<file path="src/rtl/seq_generator.sv">
// seq_generator: serial pattern transmitter.
// Captures a pattern on start and shifts it out MSB-first on x, with a
// programmable frame length, repeat count and idle gap between frames.
module seq_generator #(
    parameter int   PAT_W    = 5,
    parameter int   LEN_W    = 3,
    parameter int   CNT_W    = 4,
    parameter int   GAP_W    = 4,
    parameter logic IDLE_LVL = 1'b0
) (
    input  logic             clk,
    input  logic             reset,
    input  logic             start,
    input  logic [PAT_W-1:0] pattern,
    input  logic [LEN_W-1:0] len,
    input  logic [CNT_W-1:0] reps,
    input  logic [GAP_W-1:0] gap,
    input  logic             abort,
    output logic             x,
    output logic             x_valid,
    output logic             busy,
    output logic             done
);

    typedef enum logic [1:0] {
        IDLE  = 2'd0,
        SHIFT = 2'd1,
        GAP   = 2'd2,
        DONE  = 2'd3
    } state_t;

    localparam logic [LEN_W-1:0] PAT_LEN = LEN_W'(PAT_W);
    localparam logic [LEN_W-1:0] LEN_ONE = LEN_W'(1);
    localparam logic [LEN_W-1:0] LEN_TWO = LEN_W'(2);
    localparam logic [GAP_W-1:0] GAP_ONE = GAP_W'(1);
    localparam logic [CNT_W-1:0] CNT_ONE = CNT_W'(1);

    state_t state_q, state_d;

    logic [PAT_W-1:0] pat_q, pat_d;
    logic [LEN_W-1:0] len_q, len_d;
    logic [GAP_W-1:0] gap_q, gap_d;
    logic [LEN_W-1:0] bit_cnt_q, bit_cnt_d;
    logic [CNT_W-1:0] rep_cnt_q, rep_cnt_d;
    logic [GAP_W-1:0] gap_cnt_q, gap_cnt_d;

    logic x_q, x_d;
    logic x_valid_q, x_valid_d;
    logic busy_q, busy_d;
    logic done_q, done_d;

    logic [LEN_W-1:0] len_eff;

    // Selects one pattern bit by a LEN_W-wide index without a width-mismatched part select.
    function automatic logic pick_bit(input logic [PAT_W-1:0] pat,
                                      input logic [LEN_W-1:0] idx);
        logic b;
        b = 1'b0;
        for (int i = 0; i < PAT_W; i++) begin
            if (idx == LEN_W'(i)) begin
                b = pat[i];
            end
        end
        return b;
    endfunction

    // Clamp the requested length: zero or anything beyond the pattern width sends the whole pattern.
    always_comb begin
        len_eff = len;
        if ((len == '0) || (len > PAT_LEN)) begin
            len_eff = PAT_LEN;
        end
    end

    // Next-state and registered-output logic; abort overrides every transition.
    always_comb begin
        state_d   = state_q;
        pat_d     = pat_q;
        len_d     = len_q;
        gap_d     = gap_q;
        bit_cnt_d = bit_cnt_q;
        rep_cnt_d = rep_cnt_q;
        gap_cnt_d = gap_cnt_q;
        x_d       = IDLE_LVL;
        x_valid_d = 1'b0;
        busy_d    = 1'b1;
        done_d    = 1'b0;

        case (state_q)
            IDLE: begin
                busy_d = 1'b0;
                if (start) begin
                    pat_d     = pattern;
                    len_d     = len_eff;
                    gap_d     = gap;
                    bit_cnt_d = len_eff;
                    rep_cnt_d = reps;
                    x_d       = pick_bit(pattern, len_eff - LEN_ONE);
                    x_valid_d = 1'b1;
                    busy_d    = 1'b1;
                    state_d   = SHIFT;
                end
            end
            SHIFT: begin
                if (bit_cnt_q == LEN_ONE) begin
                    if (rep_cnt_q == '0) begin
                        done_d  = 1'b1;
                        state_d = DONE;
                    end else if (gap_q == '0) begin
                        bit_cnt_d = len_q;
                        rep_cnt_d = rep_cnt_q - CNT_ONE;
                        x_d       = pick_bit(pat_q, len_q - LEN_ONE);
                        x_valid_d = 1'b1;
                    end else begin
                        gap_cnt_d = gap_q;
                        rep_cnt_d = rep_cnt_q - CNT_ONE;
                        state_d   = GAP;
                    end
                end else begin
                    bit_cnt_d = bit_cnt_q - LEN_ONE;
                    x_d       = pick_bit(pat_q, bit_cnt_q - LEN_TWO);
                    x_valid_d = 1'b1;
                end
            end
            GAP: begin
                if (gap_cnt_q == GAP_ONE) begin
                    bit_cnt_d = len_q;
                    x_d       = pick_bit(pat_q, len_q - LEN_ONE);
                    x_valid_d = 1'b1;
                    state_d   = SHIFT;
                end else begin
                    gap_cnt_d = gap_cnt_q - GAP_ONE;
                end
            end
            DONE: begin
                busy_d  = 1'b0;
                state_d = IDLE;
            end
            default: begin
                busy_d  = 1'b0;
                state_d = IDLE;
            end
        endcase

        if (abort) begin
            state_d   = IDLE;
            x_d       = IDLE_LVL;
            x_valid_d = 1'b0;
            busy_d    = 1'b0;
            done_d    = 1'b0;
        end
    end

    // State, captured configuration, counters and outputs; reset clears everything at once.
    always_ff @(posedge clk or posedge reset) begin
        if (reset) begin
            state_q   <= IDLE;
            pat_q     <= '0;
            len_q     <= '0;
            gap_q     <= '0;
            bit_cnt_q <= '0;
            rep_cnt_q <= '0;
            gap_cnt_q <= '0;
            x_q       <= IDLE_LVL;
            x_valid_q <= 1'b0;
            busy_q    <= 1'b0;
            done_q    <= 1'b0;
        end else begin
            state_q   <= state_d;
            pat_q     <= pat_d;
            len_q     <= len_d;
            gap_q     <= gap_d;
            bit_cnt_q <= bit_cnt_d;
            rep_cnt_q <= rep_cnt_d;
            gap_cnt_q <= gap_cnt_d;
            x_q       <= x_d;
            x_valid_q <= x_valid_d;
            busy_q    <= busy_d;
            done_q    <= done_d;
        end
    end

    assign x       = x_q;
    assign x_valid = x_valid_q;
    assign busy    = busy_q;
    assign done    = done_q;

endmodule

</file>
<file path="config.mk">
export PLATFORM = sky130hd
export DESIGN_NAME = seq_generator
export DESIGN_NICKNAME = d
export VERILOG_FILES = /design/src/rtl/seq_generator.sv
export SDC_FILE = /design/constraint.sdc
export NUM_CORES = 1
export LEC_CHECK = 0
export BUFFER_PORTS_ARGS = -buffer_cell sky130_fd_sc_hd__buf_4
export CORE_UTILIZATION = 52
export DETAILED_ROUTE_END_ITERATION = 8
export PLACE_DENSITY = 0.77
export SYNTH_ARGS = -nofsm -noshare
export SYNTH_HDL_FRONTEND = slang
export SYNTH_SLANG_ARGS = --single-unit
</file>
<file path="constraint.sdc">
create_clock -name clk -period 2 [get_ports clk]
set_clock_uncertainty 0.15 [all_clocks]
set_input_delay 0.4 -clock clk [delete_from_list [all_inputs] [get_ports clk]]
set_output_delay 0.4 -clock clk [all_outputs]
set_load 0.005 [all_outputs]
</file>
# Yosys cells after proc, flatten, opt, wreduce, memory -nomap -nowiden
# Cells that the tools add are included.
# totals
register_bits	29
in_bits	20
output_inout_bits	4
wordCells	121
# op_classes
n_addsub	6
magnitude_cmp	1
eq_ne	29
n_mux	58
reduce_logical	16
# op_table
operator	n
1-bit two-way mux	32
4-bit two-way mux	7
3-bit by 2-bit == test with 1-bit output (second input constant)	6
3-bit two-way mux	6
4-bit case mux with 2 select lines	2
3-bit != test (second input constant)	5
3-bit by 1-bit == test with 1-bit output (second input constant)	4
3-bit logical NOT	4
2-bit two-way mux	6
2-bit != test (second input constant)	6
5-bit AND reduction	2
3-bit == test (second input constant)	3
3-bit case mux with 3 select lines	1
3-bit by 1-bit subtractor with 3-bit output (second input constant)	3
4-bit logical NOT	2
2-bit case mux with 4 select lines	1
4-bit AND reduction	2
4-bit by 1-bit subtractor with 4-bit output (second input constant)	2
1-bit case mux with 3 select lines	2
2-bit == test (second input constant)	2
4-bit by 1-bit == test with 1-bit output (second input constant)	1
4-bit != test (second input constant)	1
2-bit nonzero test	2
3-bit greater-than comparator (second input constant)	1
other kinds (7)	7

# Depth between registers and ports, before layout
# logic_depth
ltp_word	13
ltp_mapped	7
ltp_nobuf	7

# Least setup slack after synthesis
# No wires, ideal clock.
# synth_path
path_kind	register to register
start	reg state_q[0]
end	reg bit_cnt_q[0]
setup_ps	125
t_arrival_ps	1660
required_ps	1725
setup_slack_ps	65
path_stages_with_launch	8
path_buffers	0
period_less_slack_ps	1935
path_cell_list	dfrtp_1 inv_1 ha_1 clkinv_1 o21ai_1 nor2_1 o21ai_2 mux2_4
# synth_between
elab_chain_len	3
word_cells_on_any_way	10
classes_between	6 x eq/ne; 1 x mux; 3 x reduce/logical
# synth_rtl
element	line	rtl
start: declaration	38	state_t state_q, state_d;
start signal: assignment	169	state_q <= state_d;
2-bit by 1-bit == test with 1-bit output, or another cell as far along	89	case (state_q)
3-bit != test (no line), or another cell as far along	n/a	
5-bit AND reduction (no line)	n/a	
end signal: assignment	173	bit_cnt_q <= bit_cnt_d;
end: declaration	43	logic [LEN_W-1:0] bit_cnt_q, bit_cnt_d;
# Several ways; a longest one is shown, not always the timed one.
# A chain may end at the register's enable or synchronous reset.

# Worst setup path after layout
# layout_path
start	reg bit_cnt_q[1]
end	reg rep_cnt_q[3]
# layout_between
elab_chain_len	3
# layout_rtl
element	line	rtl
3-bit by 1-bit == test with 1-bit output	105	if (bit_cnt_q == LEN_ONE) begin
2-bit != test (no line)	n/a	
4-bit AND reduction (no line)	n/a	
end signal: assignment	174	rep_cnt_q <= rep_cnt_d;
end: declaration	44	logic [CNT_W-1:0] rep_cnt_q, rep_cnt_d;
# No other way between the ends.

==> flow_metrics.tcl <==
set metrics [dict create \
    wl_per_cell_um 13.7 \
    globalRouteOverflowTotal 0 \
    cts_tree "yes" \
    maxCapViolations 0 \
    ios 24 \
    grt_usage_pct 23.4 \
    coreArea_um2 3390 \
    ant_nets 0 \
    timing.final.crit_share_pct 99.3 \
    power_leakage_nw 0.998 \
    hp-class "primary input to flop" \
    yosys_warnings 0 \
    design.die.area_um2 3830 \
    layout_commonest_cell "buf_4" \
    reg2reg_slack_ns 0.01 \
    synth-seq-cells 29 \
    mostFrequentLayoutCells "buf_4 (33), dfrtp_1 (29), nor2_1 (19)" \
    initial_utilization_pct 55.1 \
    rsz0062_at_grt "true" \
    first_iter_violations 74 \
    use_met2_pct 36.6 \
    yosysSeqAreaShare_pct 38.9 \
    cp.arrival_ns 2.05 \
    grt_antenna_before_repair 0 \
    cts_buffers 5 \
    cp-end-kind "flop" \
    syn_area_um2 1870 \
    drive_gt1_share_pct 28.6 \
    drt_wl_total_um 3850 \
    synth_edf_count 0 \
    synthArstFlopShare_pct 100 \
    diodes 0 \
    use_met3_pct 6.21 \
    synth.avg_cell_area_um2 9.48 \
    grt_pass1_vias 1430 \
    grt_busiest_layer "met2" \
    synth_cells 197 \
    vias 1566 \
    report.power.total_w 0.00325 \
    powerDensity_nw_per_um2 1440 \
    ys.flop_type "dfrtp_1" \
    viasPerCell 5.59 \
    use_met1_pct 30.3 \
    cp.required_ns 2.06 \
    htree_levels 2 \
    crit_fanout 6 \
    pre_cts_slack_ns 0.101 \
    cts_sinks 29 \
    rows 21 \
    ctsLongestPathBuffers 2 \
    dp_hpwl_um 2800 \
    io_buffers 23 \
    cp-startpoint "bit_cnt_q[1]$_DFFE_PP0P_" \
    dieWidth_um 61.9 \
    drv_slew 0 \
    firstDrtPassIters 4 \
    gp_congestion 0.908 \
    clk_latency_ns 0.34 \
    area_delta_synth_final_pct 20.5 \
    n_fill_cell 278 \
    yosysUniqueCellTypes 48 \
    reg2reg_to "rep_cnt_q[3]$_DFFE_PP0P_" \
    cts-root-buf "clkbuf_4" \
    drc 0 \
    grt_pass1_wl_um 6240 \
    rr_startpoint "bit_cnt_q[1]$_DFFE_PP0P_" \
    status "finished clean" \
    vdd_ir_drop_max_mv 0.578 \
    start_kind "flop" \
    finalCriticalPeriod_ns 1.99 \
    hold_viol 0 \
    max-slew-margin-rel_pct 74.5 \
    fmax_ghz 0.504 \
    design_area_um2 2250 \
    endpoint "rep_cnt_q[3]$_DFFE_PP0P_" \
    clk_pin_slew_ns 0.09 \
    grt_max_degree 30 \
    setup_slack_ns 0.0142 \
    crit_type "flop to flop" \
    fp.dieH_um 61.9 \
    reg2reg_depth 7 \
    layout.nets 266 \
    finalSetupViolations 0 \
    synth_nets 229 \
    place_area_um2 2140 \
    tightest_slew_ns 0.379 \
]
[stage by stage]
step / utilization, % / std cells / hold WS, ns / setup TNS, ns
finish: 66.4 / 280 / 0.0951 / 0
global route: 66.4 / 280 / 0.0945 / -0.155
CTS: 65.0 / 278 / 0.0750 / 0
detailed placement: 63.1 / 270 / 0.349 / 0
global placement: 63.1 / 270 / 0.343 / 0
floorplan: - / 197 / 0.313 / 0
[registers in the layout, summed over array words and instances, names as in the netlist]
signal and count:
pat_q 5, gap_cnt_q 4, gap_q 4, rep_cnt_q 4, bit_cnt_q 3, len_q 3, state_q 2, busy 1
done 1, x 1, x_valid 1
[worst max-delay path, stage by stage, from the launching register on]
cell      delay, ns
dfrtp_1        0.43
inv_1          0.09
ha_2           0.25
and2b_2        0.22
nand2b_1       0.10
nor4_1         0.29
mux2i_1        0.25
a21oi_1        0.08
[area by class of cell]
| cell class | count | area (um2) | area share [%] |
|---|---|---|---|
| clock buffer | 7 | 55.1 | 2.45 |
| inverter | 13 | 48.8 | 2.17 |
| multi-input combinational | 151 | 1100 | 49.1 |
| tap | 46 | 57.6 | 2.56 |
| sequential | 29 | 726 | 32.3 |
| timing repair buffer | 34 | 258 | 11.5 |
[worst min-delay path by stage]
stage	from	endpoint	slack, ns	cells after the start
after floorplan	abort	busy$_DFF_PP0_	0.31	1
after global placement	gap_cnt_q[1]$_DFFE_PP0P_	gap_cnt_q[1]$_DFFE_PP0P_	0.34	2
after detailed placement	gap_cnt_q[1]$_DFFE_PP0P_	gap_cnt_q[1]$_DFFE_PP0P_	0.35	2
after CTS	abort	busy$_DFF_PP0_	0.07	2
after global routing	abort	done$_DFF_PP0_	0.09	2
final	abort	busy$_DFF_PP0_	0.1	2
[cells in the mapped netlist (2+ instances only)]
master	number	share of area (%)
o31ai_1	2	0.80
a211oi_1	2	0.80
o21ai_1	2	0.54
nand2_1	15	3.0
mux2i_1	3	1.6
nor2_1	19	3.8
o211ai_1	5	2.0
o21ai_0	17	4.6
nand2b_1	5	1.7
nand3b_1	2	0.80
a22oi_1	2	0.80
ha_1	12	8.0
nor2b_1	5	1.7
mux2_2	10	6.0
a21oi_1	9	2.4
inv_1	12	2.4
a31oi_1	2	0.67
dfrtp_1	29	39
o21ai_4	2	1.7
a311oi_1	2	0.94
nor3_1	4	1.1
clkbuf_1	2	0.40
mux2_4	2	1.6
nand3_1	8	2.1
[metal layers]
metal  wire length (um)  vias up
met4                 71        0
met2               1690       33
met5                  0        -
li1                   -      790
met3                181        6
met1               1910      737
[power by group]
part           switching [W]  internal [W]
Sequential          0.000267      0.000852
Combinational       0.000906      0.000852
Clock               0.000205      0.000166
Total                0.00138       0.00187
[repair_timing]
| action | CTS | global route |
|---|---|---|
| setup buffers | 0 | 2 |
| hold endpoints to repair | 29 | 0 |
| hold buffers | 1 | 0 |
| resized for setup | 0 | 10 |
| setup endpoints to repair | 0 | 11 |
[logic make-up after synthesis]
logic type      share of synthesized area (%)
buf+inv                                  3.55
compound gates                           19.0
xor+xnor                                0.939
fa+ha+maj                                8.04
simple gates                             19.2
mux                                      10.5
flops                                    38.9
Power figures use the tool's default switching activity.
